--- config.mk ---
export PLATFORM = sky130hd
export DESIGN_NAME = saxi_rr_arbiter_flat
export DESIGN_NICKNAME = d
export VERILOG_FILES = /design/src/rtl/saxi_pkg.sv /design/src/rtl/saxi_rr_arbiter_if.sv /design/src/rtl/saxi_out_reg.sv /design/src/rtl/saxi_rr_arbiter.sv /design/src/flat_wrapper.sv
export SDC_FILE = /design/constraint.sdc
export NUM_CORES = 1
export LEC_CHECK = 0
export BUFFER_PORTS_ARGS = -buffer_cell sky130_fd_sc_hd__buf_4
export CAP_MARGIN = 0
export CELL_PAD_IN_SITES_DETAIL_PLACEMENT = 0
export CELL_PAD_IN_SITES_GLOBAL_PLACEMENT = 1
export CORE_MARGIN = 3
export CORE_UTILIZATION = 35
export DETAILED_ROUTE_END_ITERATION = 8
export HOLD_SLACK_MARGIN = 0.03
export PLACE_DENSITY = 0.93
export SYNTH_ARGS = -nofsm -noshare
export SYNTH_HDL_FRONTEND = slang
export SYNTH_SLANG_ARGS = --single-unit
--- constraint.sdc ---
create_clock -name ACLK -period 5.1 [get_ports ACLK]
set_input_delay 1.53 -clock ACLK [delete_from_list [all_inputs] [get_ports ACLK]]
set_output_delay 1.53 -clock ACLK [all_outputs]
set_load 0.03 [all_outputs]
--- src/rtl/saxi_pkg.sv ---
// Shared types and helpers for the saxi stream blocks.
// Holds the arbiter state encoding, the default data width and the round-robin pick.
package saxi_pkg;

    localparam int SAXI_DATA_W = 32;
    localparam int SAXI_MAX_N  = 8;

    typedef enum logic {
        ST_IDLE,
        ST_GRANTED
    } state_t;

    // First set bit of req at or after ptr, searching modulo n (n <= SAXI_MAX_N).
    // Returns ptr when req is empty; callers only use the result when |req.
    function automatic logic [2:0] rr_pick(
        input logic [7:0] req,
        input logic [2:0] ptr,
        input int         n
    );
        logic [2:0] pick;
        logic [3:0] idx;
        pick = ptr;
        // Walk from the farthest offset down so the nearest requester wins.
        for (int k = SAXI_MAX_N - 1; k >= 0; k--) begin
            if (k < n) begin
                idx = {1'b0, ptr} + 4'(k);
                if (idx >= 4'(n)) begin
                    idx = idx - 4'(n);
                end
                if (req[idx[2:0]]) begin
                    pick = idx[2:0];
                end
            end
        end
        return pick;
    endfunction

endpackage

--- src/rtl/saxi_rr_arbiter_if.sv ---
// Bundle of the arbiter's per-source inputs and its single tagged output stream.
// slave = arbiter side, master = the sources plus the downstream sink.
interface saxi_rr_arbiter_if
    import saxi_pkg::*;
#(
    parameter int N_IN   = 4,
    parameter int DATA_W = SAXI_DATA_W
);
    localparam int IDX_W = $clog2(N_IN);

    logic [N_IN-1:0]        TVALID_IN;
    logic [N_IN-1:0]        TREADY_IN;
    logic [N_IN*DATA_W-1:0] TDATA_IN;
    logic                   TVALID_OUT;
    logic                   TREADY_OUT;
    logic [DATA_W-1:0]      TDATA_OUT;
    logic [IDX_W-1:0]       TID_OUT;
    logic [N_IN-1:0]        GRANT_OUT;

    modport slave (
        input  TVALID_IN, TDATA_IN, TREADY_OUT,
        output TREADY_IN, TVALID_OUT, TDATA_OUT, TID_OUT, GRANT_OUT
    );

    modport master (
        output TVALID_IN, TDATA_IN, TREADY_OUT,
        input  TREADY_IN, TVALID_OUT, TDATA_OUT, TID_OUT, GRANT_OUT
    );

endinterface

--- src/rtl/saxi_out_reg.sv ---
// Registered AXI-stream output stage with source tag: load, hold or drain.
// Latency: one cycle from ld_vld to out_vld.
// Backpressure: holds data/tag while out_vld && !dn_rdy; out_free tells the producer when a load is safe.
module saxi_out_reg
    import saxi_pkg::*;
#(
    parameter int DATA_W = SAXI_DATA_W,
    parameter int IDX_W  = 2
) (
    input  logic              ACLK,
    input  logic              ARESETn,
    input  logic              ld_vld,
    input  logic [DATA_W-1:0] ld_dat,
    input  logic [IDX_W-1:0]  ld_id,
    input  logic              dn_rdy,
    output logic              out_vld,
    output logic [DATA_W-1:0] out_dat,
    output logic [IDX_W-1:0]  out_id,
    output logic              out_free
);

    assign out_free = !out_vld || dn_rdy;

    // A load while draining gives full-rate back-to-back beats.
    always_ff @(posedge ACLK or negedge ARESETn) begin
        if (!ARESETn) begin
            out_vld <= 1'b0;
            out_dat <= '0;
            out_id  <= '0;
        end else if (ld_vld) begin
            out_vld <= 1'b1;
            out_dat <= ld_dat;
            out_id  <= ld_id;
        end else if (dn_rdy) begin
            out_vld <= 1'b0;
        end
    end

endmodule

--- src/rtl/saxi_rr_arbiter.sv ---
// Round-robin arbiter sharing one AXI-stream sink among N_IN sources, bursts of up to BURST beats.
// Latency: one cycle input handshake to TVALID_OUT; one IDLE bubble per grant change.
// Backpressure: only the granted source sees TREADY_IN, and only while the output register is free.
module saxi_rr_arbiter
    import saxi_pkg::*;
#(
    parameter int N_IN   = 4,
    parameter int DATA_W = SAXI_DATA_W,
    parameter int BURST  = 8
) (
    input  logic              ACLK,
    input  logic              ARESETn,
    saxi_rr_arbiter_if.slave  bus
);

    localparam int IDX_W = $clog2(N_IN);
    localparam int CNT_W = (BURST > 1) ? $clog2(BURST) : 1;
    localparam logic [CNT_W-1:0] LAST_BEAT = CNT_W'(BURST - 1);
    localparam logic [IDX_W-1:0] LAST_IDX  = IDX_W'(N_IN - 1);

    state_t            state_q, state_d;
    logic [IDX_W-1:0]  gnt_idx_q, gnt_idx_d;
    logic [IDX_W-1:0]  rr_ptr_q, rr_ptr_d;
    logic [CNT_W-1:0]  beat_cnt_q, beat_cnt_d;
    logic [N_IN-1:0]   grant_q, grant_d;

    logic [IDX_W-1:0]  pick;
    logic [N_IN-1:0]   tready;
    logic              owner_vld;
    logic              in_hs;
    logic              out_free;

    assign pick = IDX_W'(rr_pick(8'(bus.TVALID_IN), 3'(rr_ptr_q), N_IN));

    always_ff @(posedge ACLK or negedge ARESETn) begin
        if (!ARESETn) begin
            state_q    <= ST_IDLE;
            gnt_idx_q  <= '0;
            rr_ptr_q   <= '0;
            beat_cnt_q <= '0;
            grant_q    <= '0;
        end else begin
            state_q    <= state_d;
            gnt_idx_q  <= gnt_idx_d;
            rr_ptr_q   <= rr_ptr_d;
            beat_cnt_q <= beat_cnt_d;
            grant_q    <= grant_d;
        end
    end

    always_comb begin
        state_d    = state_q;
        gnt_idx_d  = gnt_idx_q;
        rr_ptr_d   = rr_ptr_q;
        beat_cnt_d = beat_cnt_q;
        grant_d    = grant_q;
        case (state_q)
            ST_IDLE: begin
                if (|bus.TVALID_IN) begin
                    state_d    = ST_GRANTED;
                    gnt_idx_d  = pick;
                    grant_d    = N_IN'(1) << pick;
                    beat_cnt_d = '0;
                end
            end
            ST_GRANTED: begin
                // An owner that drops valid yields even if it was stalled.
                if (!owner_vld || (in_hs && beat_cnt_q == LAST_BEAT)) begin
                    state_d    = ST_IDLE;
                    grant_d    = '0;
                    beat_cnt_d = '0;
                    rr_ptr_d   = (gnt_idx_q == LAST_IDX) ? '0 : gnt_idx_q + IDX_W'(1);
                end else if (in_hs) begin
                    beat_cnt_d = beat_cnt_q + CNT_W'(1);
                end
            end
            default: begin
                state_d = ST_IDLE;
                grant_d = '0;
            end
        endcase
    end

    always_comb begin
        tready    = '0;
        owner_vld = bus.TVALID_IN[gnt_idx_q];
        in_hs     = 1'b0;
        if (state_q == ST_GRANTED) begin
            tready[gnt_idx_q] = out_free;
            in_hs             = owner_vld && out_free;
        end
    end

    assign bus.TREADY_IN = tready;
    assign bus.GRANT_OUT = grant_q;

    saxi_out_reg #(
        .DATA_W (DATA_W),
        .IDX_W  (IDX_W)
    ) u_out_reg (
        .ACLK     (ACLK),
        .ARESETn  (ARESETn),
        .ld_vld   (in_hs),
        .ld_dat   (bus.TDATA_IN[gnt_idx_q*DATA_W +: DATA_W]),
        .ld_id    (gnt_idx_q),
        .dn_rdy   (bus.TREADY_OUT),
        .out_vld  (bus.TVALID_OUT),
        .out_dat  (bus.TDATA_OUT),
        .out_id   (bus.TID_OUT),
        .out_free (out_free)
    );

endmodule
--- src/flat_wrapper.sv ---
// flat-port wrapper written by rule: the top's interface ports become plain ports
module saxi_rr_arbiter_flat import saxi_pkg::*;
#(
    parameter int N_IN   = 4,
    parameter int DATA_W = SAXI_DATA_W,
    parameter int BURST  = 8
)
  (ACLK, ARESETn, bus_TVALID_IN, bus_TDATA_IN, bus_TREADY_OUT, bus_TREADY_IN, bus_TVALID_OUT, bus_TDATA_OUT, bus_TID_OUT, bus_GRANT_OUT);
  saxi_rr_arbiter_if #(.N_IN(N_IN), .DATA_W(DATA_W)) bus_i ();
  input  logic ACLK;
  input  logic ARESETn;
  input wire logic [$bits(bus_i.TVALID_IN)-1:0] bus_TVALID_IN;
  input wire logic [$bits(bus_i.TDATA_IN)-1:0] bus_TDATA_IN;
  input wire logic [$bits(bus_i.TREADY_OUT)-1:0] bus_TREADY_OUT;
  output wire logic [$bits(bus_i.TREADY_IN)-1:0] bus_TREADY_IN;
  output wire logic [$bits(bus_i.TVALID_OUT)-1:0] bus_TVALID_OUT;
  output wire logic [$bits(bus_i.TDATA_OUT)-1:0] bus_TDATA_OUT;
  output wire logic [$bits(bus_i.TID_OUT)-1:0] bus_TID_OUT;
  output wire logic [$bits(bus_i.GRANT_OUT)-1:0] bus_GRANT_OUT;
  assign bus_i.TVALID_IN = bus_TVALID_IN;
  assign bus_i.TDATA_IN = bus_TDATA_IN;
  assign bus_i.TREADY_OUT = bus_TREADY_OUT;
  assign bus_TREADY_IN = bus_i.TREADY_IN;
  assign bus_TVALID_OUT = bus_i.TVALID_OUT;
  assign bus_TDATA_OUT = bus_i.TDATA_OUT;
  assign bus_TID_OUT = bus_i.TID_OUT;
  assign bus_GRANT_OUT = bus_i.GRANT_OUT;
  saxi_rr_arbiter #(.N_IN(N_IN), .DATA_W(DATA_W), .BURST(BURST)) u_core (.ACLK(ACLK), .ARESETn(ARESETn), .bus(bus_i));
endmodule
==> impl_metrics.env <==
export IMPL_regToRegSetupSlack_ns=2.07
export IMPL_max_stage_delay_ns=0.28
export IMPL_clk_latency_ns=0.30
export IMPL_critPathLaunch="bus_TREADY_OUT"
export IMPL_vias=2491
export IMPL_cp_required_ns=3.57
export IMPL_synth_fa_ha_area_share_pct=2.97
export IMPL_status="finished, final reports clean"
export IMPL_synthXorXnorAreaFrac_pct=0
export IMPL_syn_num_nets=349
export IMPL_rows=32
export IMPL_critPathSlowestCell="nand2b_1"
export IMPL_netlist_instances=207
export IMPL_place_congestion=0.805
export IMPL_grtUsageTotal_pct=18.3
export IMPL_path_common_cell="buf_4"
export IMPL_min_period_ns=3.87
export IMPL_reg2regPathDepth=4
export IMPL_path_cells="buf_4 -> nand2b_1 -> and3_1 -> buf_4"
export IMPL_finalNonFillerCells=478
export IMPL_cts_made_buffers=5
export IMPL_initial_core_util_pct=37.2
export IMPL_dp_cells=470
export IMPL_netlist_area_mm2=0.00295
export IMPL_period_share_pct=76.0
export IMPL_pwr_density_cell_mw_per_mm2=589
export IMPL_post_dp_hpwl_um=6940
export IMPL_cts_root_buf="clkbuf_8"
export IMPL_worstSetupEndpointType="output pin"
export IMPL_cts_tree="built"
export IMPL_io_pins=178
export IMPL_finalSetupViolCount=0
export IMPL_critPathBufInv=2
export IMPL_slew_violations=0
export IMPL_slew_headroom_pct=35.6
export IMPL_h_tree_depth=2
export IMPL_crit_fanout=8
export IMPL_cts_repair_resized=0
export IMPL_hold_class="reg -> reg"
export IMPL_p_total_mw=2.61
export IMPL_wl_per_cell_um=18.5
export IMPL_drive_above_1_share_pct=64.6
export IMPL_cts_buffer_depth=2
export IMPL_die_w_um=97.7
export IMPL_core_area_mm2=0.00793
export IMPL_synth_mux_area_share_pct=40.1
export IMPL_port_buffers=177
export IMPL_regToRegEndpoint="u_core.u_out_reg.out_dat[29]$_DFFE_PN0P_"
export IMPL_clkTransAtPathRegs_ns=0.09
export IMPL_hold_buffers=0
export IMPL_grt_pass1_wl_um=14100
export IMPL_final_area_mm2=0.00444
export IMPL_ant_nets=0
export IMPL_ir_worst_vdd_mv=0.199
export IMPL_ys_ff_latch=47
export IMPL_synthSimpleGateAreaFrac_pct=5.95
export IMPL_synth_top_family_by_area="multiplexers"
export IMPL_postSynthAreaPerCell_um2=14.2
export IMPL_cts_sinks=47
export IMPL_crit_family="simple AND/OR/NAND/NOR gates"
export IMPL_fin_hold_ws_ns=0.494
export IMPL_reg2reg_from="u_core.gnt_idx_q[0]$_DFFE_PN0P_"
export IMPL_place_area_mm2=0.00430
export IMPL_fin_setup_tns_ns=0
export IMPL_cts_setup_buffers=0
export IMPL_leakage_nw=2.09
export IMPL_wl_met1_um=3300
export IMPL_arrival_ns=2.34
export IMPL_gr_total_overflow=0
export IMPL_antenna_found_initial=0
export IMPL_fin_skew_ns=0.00804
export IMPL_final_common_cell="buf_4"
export IMPL_dr_pass1_iters=4
export IMPL_hold_viol=0
export IMPL_dr_wl_met3_um=741
export IMPL_yosysSeqAreaShare_pct=39.9
export IMPL_route_detailed_drc=0
export IMPL_worst_pin_slew_ns=0.964
export IMPL_syn_to_final_growth_pct=50.6
export IMPL_layout_common_cells="buf_4, dfrtp_1, mux4_2, mux2_1, mux2_2"
export IMPL_route_met2_wl_um=4670
export IMPL_fin_util_pct=56.0
export IMPL_max_freq_ghz=0.258
export IMPL_drtIter0Drc=72
export IMPL_antennaDiodeCount=0
export IMPL_wirelength_um=8820
export IMPL_path_depth=4
export IMPL_endpoint="bus_TREADY_IN[2]"
export IMPL_rsz0062_at_grt="false"
export IMPL_cap_viol_max_count=0
export IMPL_drt_vias_per_instance=5.21
export IMPL_ys_warn_count=0
export IMPL_die_y_um=97.7
export IMPL_synth_compound_area_share_pct=6.88
export IMPL_grt_max_degree=48
export IMPL_die_area_mm2=0.00955
export IMPL_grt_pass1_vias=2774
export IMPL_path_class="in -> out"
export IMPL_synth_cell_types=35
export IMPL_final_nets=517
export IMPL_fin_ws_ns=1.23
export IMPL_highest_layer="met4"
export IMPL_critPathLaunchType="primary input"
export IMPL_dp_slack_ns=1.22
==> flip-flops by register name (all words and copies together) (netlist names) <==
| register | cells |
|---|---|
| u_core.state_q | 1 |
| u_core.beat_cnt_q | 3 |
| u_core.rr_ptr_q | 2 |
| u_core.gnt_idx_q | 2 |
| u_core.u_out_reg.out_vld | 1 |
| u_core.bus.GRANT_OUT | 4 |
| u_core.u_out_reg.out_dat | 32 |
| u_core.u_out_reg.out_id | 2 |
==> synthesized netlist by cell type <==
cell type | number | area, um^2
a2bb2o_1 | 2 | 20.0
o221ai_1 | 1 | 8.76
a221o_1 | 1 | 10.0
buf_4 | 1 | 7.51
nor2_1 | 4 | 15.0
a311oi_1 | 1 | 8.76
nand3_1 | 5 | 25.0
a22oi_1 | 1 | 7.51
and3_1 | 5 | 31.3
nand3_2 | 1 | 10.0
o21ai_0 | 5 | 25.0
a22o_1 | 5 | 43.8
and4b_1 | 1 | 10.0
ha_1 | 7 | 87.6
buf_8 | 1 | 15.0
buf_6 | 3 | 33.8
o21ai_2 | 1 | 8.76
mux2_2 | 18 | 203
inv_1 | 4 | 15.0
mux2_1 | 20 | 225
clkbuf_1 | 7 | 26.3
a211oi_1 | 2 | 15.0
a32oi_1 | 1 | 8.76
nor2_2 | 1 | 6.26
buf_2 | 5 | 25.0
a2111oi_2 | 1 | 15.0
mux4_2 | 33 | 743
nand2_1 | 11 | 41.3
dfrtp_1 | 47 | 1180
nor2b_1 | 3 | 18.8
mux2i_1 | 1 | 10.0
o221a_2 | 1 | 11.3
nor3_1 | 1 | 5.00
a21oi_1 | 4 | 20.0
nand2b_1 | 2 | 12.5
==> tightest hold or removal path, stage by stage (launching register included) <==
cell and delay (ns):
dfrtp_1 0.35, nand2_1 0.05, o21ai_0 0.06
==> kinds of logic after synthesis <==
family	count (synthesis)
compound gates	26
buf+inv	21
mux	72
flops	47
simple gates	34
fa+ha+maj	7
==> worst min path at each step <==
stage	start	endpoint	slack (ns)	cells after the start
6_report	u_core.u_out_reg.out_id[1]$_DFFE_PN0P_	u_core.u_out_reg.out_id[1]$_DFFE_PN0P_	0.49	2
5_1_grt	u_core.u_out_reg.out_dat[19]$_DFFE_PN0P_	u_core.u_out_reg.out_dat[19]$_DFFE_PN0P_	0.51	1
4_1_cts	u_core.u_out_reg.out_id[1]$_DFFE_PN0P_	u_core.u_out_reg.out_id[1]$_DFFE_PN0P_	0.50	2
3_5_place_dp	u_core.bus.GRANT_OUT[3]$_DFFE_PN0P_	u_core.bus.GRANT_OUT[3]$_DFFE_PN0P_	0.48	1
3_3_place_gp	u_core.u_out_reg.out_id[0]$_DFFE_PN0P_	u_core.u_out_reg.out_id[0]$_DFFE_PN0P_	0.46	2
2_1_floorplan	u_core.beat_cnt_q[1]$_DFFE_PN0P_	u_core.beat_cnt_q[1]$_DFFE_PN0P_	0.48	1
==> report_power, final <==
group | switching [mW] | internal, mW
combinational | 0.776 | 0.770
sequential | 0.196 | 0.555
clock | 0.121 | 0.196
==> metal layers <==
layer | global-route usage, % | vias to the layer above
met5 | 0 | -
li1 | - | 1145
met3 | 5.21 | 11
met4 | 4.58 | 0
met1 | 21.5 | 1222
met2 | 32.9 | 113
==> layout make-up <==
class                      instances  area (um^2)
multi-input combinational        139         1650
timing repair buffer             178         1340
sequential                        47         1180
inverter                           4         15.0
tap                              102          128
fill                             706         3490
clock inverter                     2         60.1
clock buffer                       6         72.6
Power figures use the tool's default switching activity.
